## src/rtl/serial_adder_sub.sv

```systemverilog
// rtl/serial_adder_sub.sv - bit-serial add/subtract unit, LSB first, one bit per clock
module serial_adder_sub #(
    parameter int WIDTH = 8
) (
    input  logic             clk,
    input  logic             rst_n,
    input  logic             start,
    input  logic             mode,
    input  logic [WIDTH-1:0] Data_in_A,
    input  logic [WIDTH-1:0] Data_in_B,
    input  logic             Data_in_C,
    output logic             busy,
    output logic             done,
    output logic [WIDTH-1:0] Data_out_Sum,
    output logic             Data_out_Carry,
    output logic             Data_out_Overflow
);
    localparam int CW = $clog2(WIDTH);

    typedef enum logic [1:0] {IDLE, RUN, DONE} state_t;

    state_t           state;
    state_t           next_state;
    logic [WIDTH-1:0] a_reg;
    logic [WIDTH-1:0] b_reg;
    logic [WIDTH-2:0] res_reg;
    logic             carry;
    logic [CW-1:0]    cnt;

    logic             sum_bit;
    logic             carry_next;
    logic             last_bit;
    logic [WIDTH-1:0] res_shift;

    assign sum_bit    = a_reg[0] ^ b_reg[0] ^ carry;
    assign carry_next = (a_reg[0] & b_reg[0]) | (carry & (a_reg[0] ^ b_reg[0]));
    assign last_bit   = (cnt == CW'(WIDTH - 1));
    // Sum bits enter from the MSB side so that after WIDTH shifts bit 0 sits at the LSB.
    assign res_shift  = {sum_bit, res_reg};

    always_ff @(posedge clk or negedge rst_n) begin
        if (!rst_n) begin
            state <= IDLE;
        end else begin
            state <= next_state;
        end
    end

    always_comb begin
        next_state = state;
        busy       = 1'b0;
        done       = 1'b0;
        case (state)
            IDLE: begin
                if (start) begin
                    next_state = RUN;
                end
            end
            RUN: begin
                busy = 1'b1;
                if (last_bit) begin
                    next_state = DONE;
                end
            end
            DONE: begin
                busy       = 1'b1;
                done       = 1'b1;
                next_state = IDLE;
            end
            default: begin
                next_state = IDLE;
            end
        endcase
    end

    always_ff @(posedge clk or negedge rst_n) begin
        if (!rst_n) begin
            a_reg             <= '0;
            b_reg             <= '0;
            res_reg           <= '0;
            carry             <= 1'b0;
            cnt               <= '0;
            Data_out_Sum      <= '0;
            Data_out_Carry    <= 1'b0;
            Data_out_Overflow <= 1'b0;
        end else begin
            case (state)
                IDLE: begin
                    if (start) begin
                        // Subtraction is A + ~B + ~borrow, so the carry-out reads as "no borrow".
                        a_reg <= Data_in_A;
                        b_reg <= mode ? ~Data_in_B : Data_in_B;
                        carry <= Data_in_C ^ mode;
                        cnt   <= '0;
                    end
                end
                RUN: begin
                    a_reg   <= a_reg >> 1;
                    b_reg   <= b_reg >> 1;
                    carry   <= carry_next;
                    res_reg <= res_shift[WIDTH-1:1];
                    if (last_bit) begin
                        Data_out_Sum      <= res_shift;
                        Data_out_Carry    <= carry_next;
                        Data_out_Overflow <= carry ^ carry_next;
                    end else begin
                        cnt <= cnt + CW'(1);
                    end
                end
                default: begin
                end
            endcase
        end
    end
endmodule

```

## config.mk

```make
export PLATFORM = sky130hd
export DESIGN_NAME = serial_adder_sub
export DESIGN_NICKNAME = d
export VERILOG_FILES = /design/src/rtl/serial_adder_sub.sv
export SDC_FILE = /design/constraint.sdc
export NUM_CORES = 1
export LEC_CHECK = 0
export ABC_AREA = 1
export CAP_MARGIN = 20
export CORE_MARGIN = 4
export CORE_UTILIZATION = 40
export CTS_CLUSTER_SIZE = 25
export DETAILED_ROUTE_END_ITERATION = 6
export GPL_TIMING_DRIVEN = 0
export SYNTH_ARGS = -nofsm -noshare
export SYNTH_HDL_FRONTEND = slang
export SYNTH_SLANG_ARGS = --single-unit
export TNS_END_PERCENT = 50
```

## constraint.sdc

```tcl
create_clock -name clk -period 1.63 [get_ports clk]
set_clock_uncertainty 0.05 [all_clocks]
set_input_delay 0.326 -clock clk [delete_from_list [all_inputs] [get_ports clk]]
set_output_delay 0.326 -clock clk [all_outputs]
set_load 0.02 [all_outputs]
```

# Yosys cells after proc, flatten, opt, wreduce, memory -nomap -nowiden
# Index checks and enable logic that the tools add are counted.
# W data, S select, Z words.
# totals
ff_bits	39
output_inout_bits	12
wordCells	46
inputBits	21
# classes
n_bitwise	8
n_mux	15
n_eq_ne	6
n_reduce_logical	7
n_addsub	1
# op_table
cell	count
$pmux W8 S2	2
$mux W8	3
$not A8 Y8	1
$mux W3	2
$ne A2 B2 Y1 const B	3
$pmux W3 S2	1
$reduce_and A2 Y1	3
$mux W2	2
$pmux W2 S2	1
$xor A1 B1 Y1	4
$add A3 B1 Y3 const B	1
$eq A3 B3 Y1 const B	1
$mux W1	3
$reduce_and A3 Y1	1
$and A1 B1 Y1	2
$eq A2 B1 Y1 const B	1
$eq A2 B2 Y1 const B	1
$logic_not A2 Y1	1
$pmux W1 S2	1
$reduce_bool A2 Y1	1
$reduce_or A2 Y1	1
$or A1 B1 Y1	1

# Longest topological paths before layout
# logic_depth
word_depth	4
ltp_mapped	10
ltp_nobuf	8

# Worst setup path before layout
# No wires, ideal clock.
# synth_path
path_type	register to register
from	reg state[0]
to	reg carry
path_stages_with_launch	9
slack_ns	0.208
synth_period_minus_slack_ns	1.422
arrival_time_ns	1.255
required_time_ns	1.464
n_path_buf	1
path_cell_list	dfrtp_1 inv_1 ha_1 nand2_2 nand2_4 buf_6 nor2_1 nand2_1 nand2_1
# synth_between
elab_chain_cells	3
elab_cells_between_ends	6
cone_classes	eq/ne (2); mux (1); reduce/logical (3)
# synth_lines
element	line	source
start: declaration	22	state_t state;
start signal: assignment	45	state <= next_state;
$eq A2 B1 Y1 or $logic_not A2 Y1 (tied branches)	87	case (state)
$reduce_bool A2 Y1 (no line) or $ne A2 B2 Y1 (tied branches)	-	
$reduce_and A2 Y1 (no line)	-	
end signal: assignment	93	carry <= Data_in_C ^ mode;
end signal: assignment	100	carry <= carry_next;
end: declaration	27	logic carry;
# Several ways; a longest one is shown, not always the timed one.
# A chain may end at the register's enable or synchronous reset.

# Worst setup path in the final report
# layout_path
from	reg state[1]
to	out busy
# layout_between
elab_chain_cells	3
elab_cells_between_ends	4
cone_classes	eq/ne (2); mux (1); reduce/logical (1)
# layout_lines
element	line	source
$eq A2 B1 Y1 or $eq A2 B2 Y1 (tied branches)	53	case (state)
$reduce_or A2 Y1 (no line) *	-	
$mux W1 *	53	
end: declaration	12	output logic busy,
# Mark *: on every way between the ends. The rest lies on a longest branch, timed or not.

==> results.yml <==
sta:
  finalWorstSetupSlack_ns: 0.0493
  hold_viol: 0
  tightestPinTransition_ns: 0.406
  slew_viol_final: 0
  finalSetupViolCount: 0
  period_needed_ns: 1.58
  clock.fmax_ghz: 0.633
  min_period_over_period_pct: 97.0
  max_slew_margin_pct: 72.9
  grt_setup_unrepaired: "yes"
  hold-worst-slack_ns: 0.351
die:
  start_util_pct: 41.7
  rows: 25
  fp.dieH_um: 78.7
  die_x_um: 78.7
  core_area_um2: 4790
  dieArea_um2: 6190
  io_pins: 33
cts:
  clkLatencyLatePin_ns: 0.29
  cts.sinks: 39
  clkTransAtPathRegs_ns: 0.08
  cts_tree: "built"
  cts_max_path_buffers: 2
  cts_root_buf: "clkbuf_8"
  numCtsBuffers: 5
  cts.htree.levels: 2
outcome:
  status: "completed"
routing:
  ant_nets: 0
  drc_errors: 0
  initialDrtViolationCount: 67
  wirelength_um: 4180
  vias_per_cell: 4.47
  firstDrtPassIters: 4
  routedWlPerCell_um: 11.1
  dr_total_vias: 1678
final_layout:
  multiInputGateArea_um2: 857
  drive_gt1_share_pct: 12.3
  diodes: 0
  nets: 336
  fin_cells: 375
  area_delta_synth_final_pct: 32.3
  fillers: 479
  fin_util_pct: 55.2
  regArea_um2: 976
yosys:
  ys_warn_count: 0
  syn_inst: 259
  yosysTopAreaCell: "dfrtp_1"
  synth_common_cells: "nand2_1, dfrtp_1, inv_1, nor2_1, o21ai_0"
  avgSynthCellArea_um2: 7.71
  yosysSeqAreaShare_pct: 48.9
  synth_edf_count: 0
  ys_types: 20
  syn-num-nets: 288
  synth_top_flop_cell: "dfrtp_1"
  synth_top_cell_area_share_pct: 48.9
  mappedNetlistArea_um2: 2000
  synth_area_leaders: "dfrtp_1, nand2_1, o21ai_0"
  synth_most_common_cell: "nand2_1"
  async_flop_share_pct: 100
  ys_ff_latch: 39
placement:
  pre_cts_ws_ns: -0.0954
  gp_congestion: 0.750
  numPortBuffers: 32
  placedCellCount: 359
  dp_hpwl_um: 2860
grt:
  antenna_found_initial: 0
  track_usage_pct: 14.7
  grt_pass1_wl_um: 7130
  grt_pass1_vias: 1575
  overflow: 0
  grt_max_degree: 35
critical_path:
  worstSetupPathType: "reg2out"
  crit_path_max_fanout: 4
  ff2ff_path_depth: 9
  crit_path_end_kind: "output port"
  required_ns: 1.25
  worstPathArrival_ns: 1.20
  start_kind: "flop"
worst_hold_path:
  worstHoldPathType: "in2async"
job:
  cap_violations: 0
power_and_ir_drop:
  p_leak_nw: 1.45
  ir_drop_uv: 651
  power_density_nw_per_um2: 1690
==> final timing paths <==
check / slack [ns] / from / endpoint
setup / recovery: 0.05 / state[1] / busy
hold / removal: 0.35 / rst_n / state[0]
setup reg to reg: 0.09 / state[0] / state[1]
hold reg to reg: 0.43 / Data_out_Carry / Data_out_Carry
max in group asynchronous: 0.75 / rst_n / b_reg[3]
min in group clk: 0.43 / Data_out_Carry / Data_out_Carry
==> cells in the final DEF (no fill, tap or decap), types with 2 or more instances in the layout <==
cell type and instances:
nand4_1 3, nand2_1 115, buf_4 8, buf_8 3
nand3_1 12, o21ai_4 2, inv_2 2, inv_1 23
clkdlybuf4s50_1 19, dfrtp_1 39, nor2_1 19, ha_1 6
o21ai_0 18, clkbuf_8 5, dlygate4sd2_1 10, nand2_2 2
buf_6 2, buf_12 2, buf_2 3, o21ai_1 2
==> per-stage QoR <==
stage | TNS, ns | total power [mW] | area (um2)
3_5_place_dp | -0.114 | 3.36 | 2420
4_1_cts | 0 | 4.29 | 2560
3_3_place_gp | -33.40 | 3.32 | 2400
2_1_floorplan | 0 | 2.87 | 2000
5_1_grt | -0.168 | 4.90 | 2640
6_report | 0 | 4.47 | 2640
==> final cells by class <==
class	count	area share, %
Buffer	11	3.79
Timing Repair Buffer	41	15.6
Inverter	26	3.79
Multi-Input combinational cell	183	32.4
Clock inverter	3	1.66
Tap cell	67	3.17
Sequential cell	39	36.9
Clock buffer	5	2.61
==> layer usage <==
| metal | GRT usage (%) | vias to the layer above | routed length, um |
|---|---|---|---|
| met4 | 5.77 | 0 | 61 |
| met3 | 3.56 | 7 | 166 |
| met2 | 23.4 | 28 | 1940 |
| met1 | 19.1 | 761 | 2010 |
| met5 | 0 | - | 0 |
| li1 | - | 882 | - |
==> report_power, final <==
group          leakage, nW  total, mW  internal [mW]  switching (mW)
Combinational        0.878       2.20          0.984            1.22
Clock               0.0581      0.810          0.456           0.354
Sequential           0.510       1.46           1.29           0.169
==> cells by family (layout without fill, tap and decap cells) <==
kind of cell | after synthesis | count (layout) | synth area share (%)
simple gates | 152 | 152 | 30.3
buf+inv | 37 | 86 | 8.71
xor+xnor | 1 | 1 | 0.439
fa+ha+maj | 8 | 8 | 5.39
compound gates | 22 | 22 | 6.27
flops | 39 | 39 | 48.9
==> critical path, stage by stage (launching register included) <==
cell	delay (ns)
dfrtp_1	0.41
inv_2	0.10
ha_2	0.28
buf_6	0.13
==> repair_timing <==
action	4_1_cts	5_1_grt
gates resized for setup	20	16
gates cloned	0	1
setup endpoints to repair	20	32
buffers inserted	3	3
hold buffers	1	0
hold endpoints to repair	5	0
Note: power is estimated with default switching activity, not from simulation.
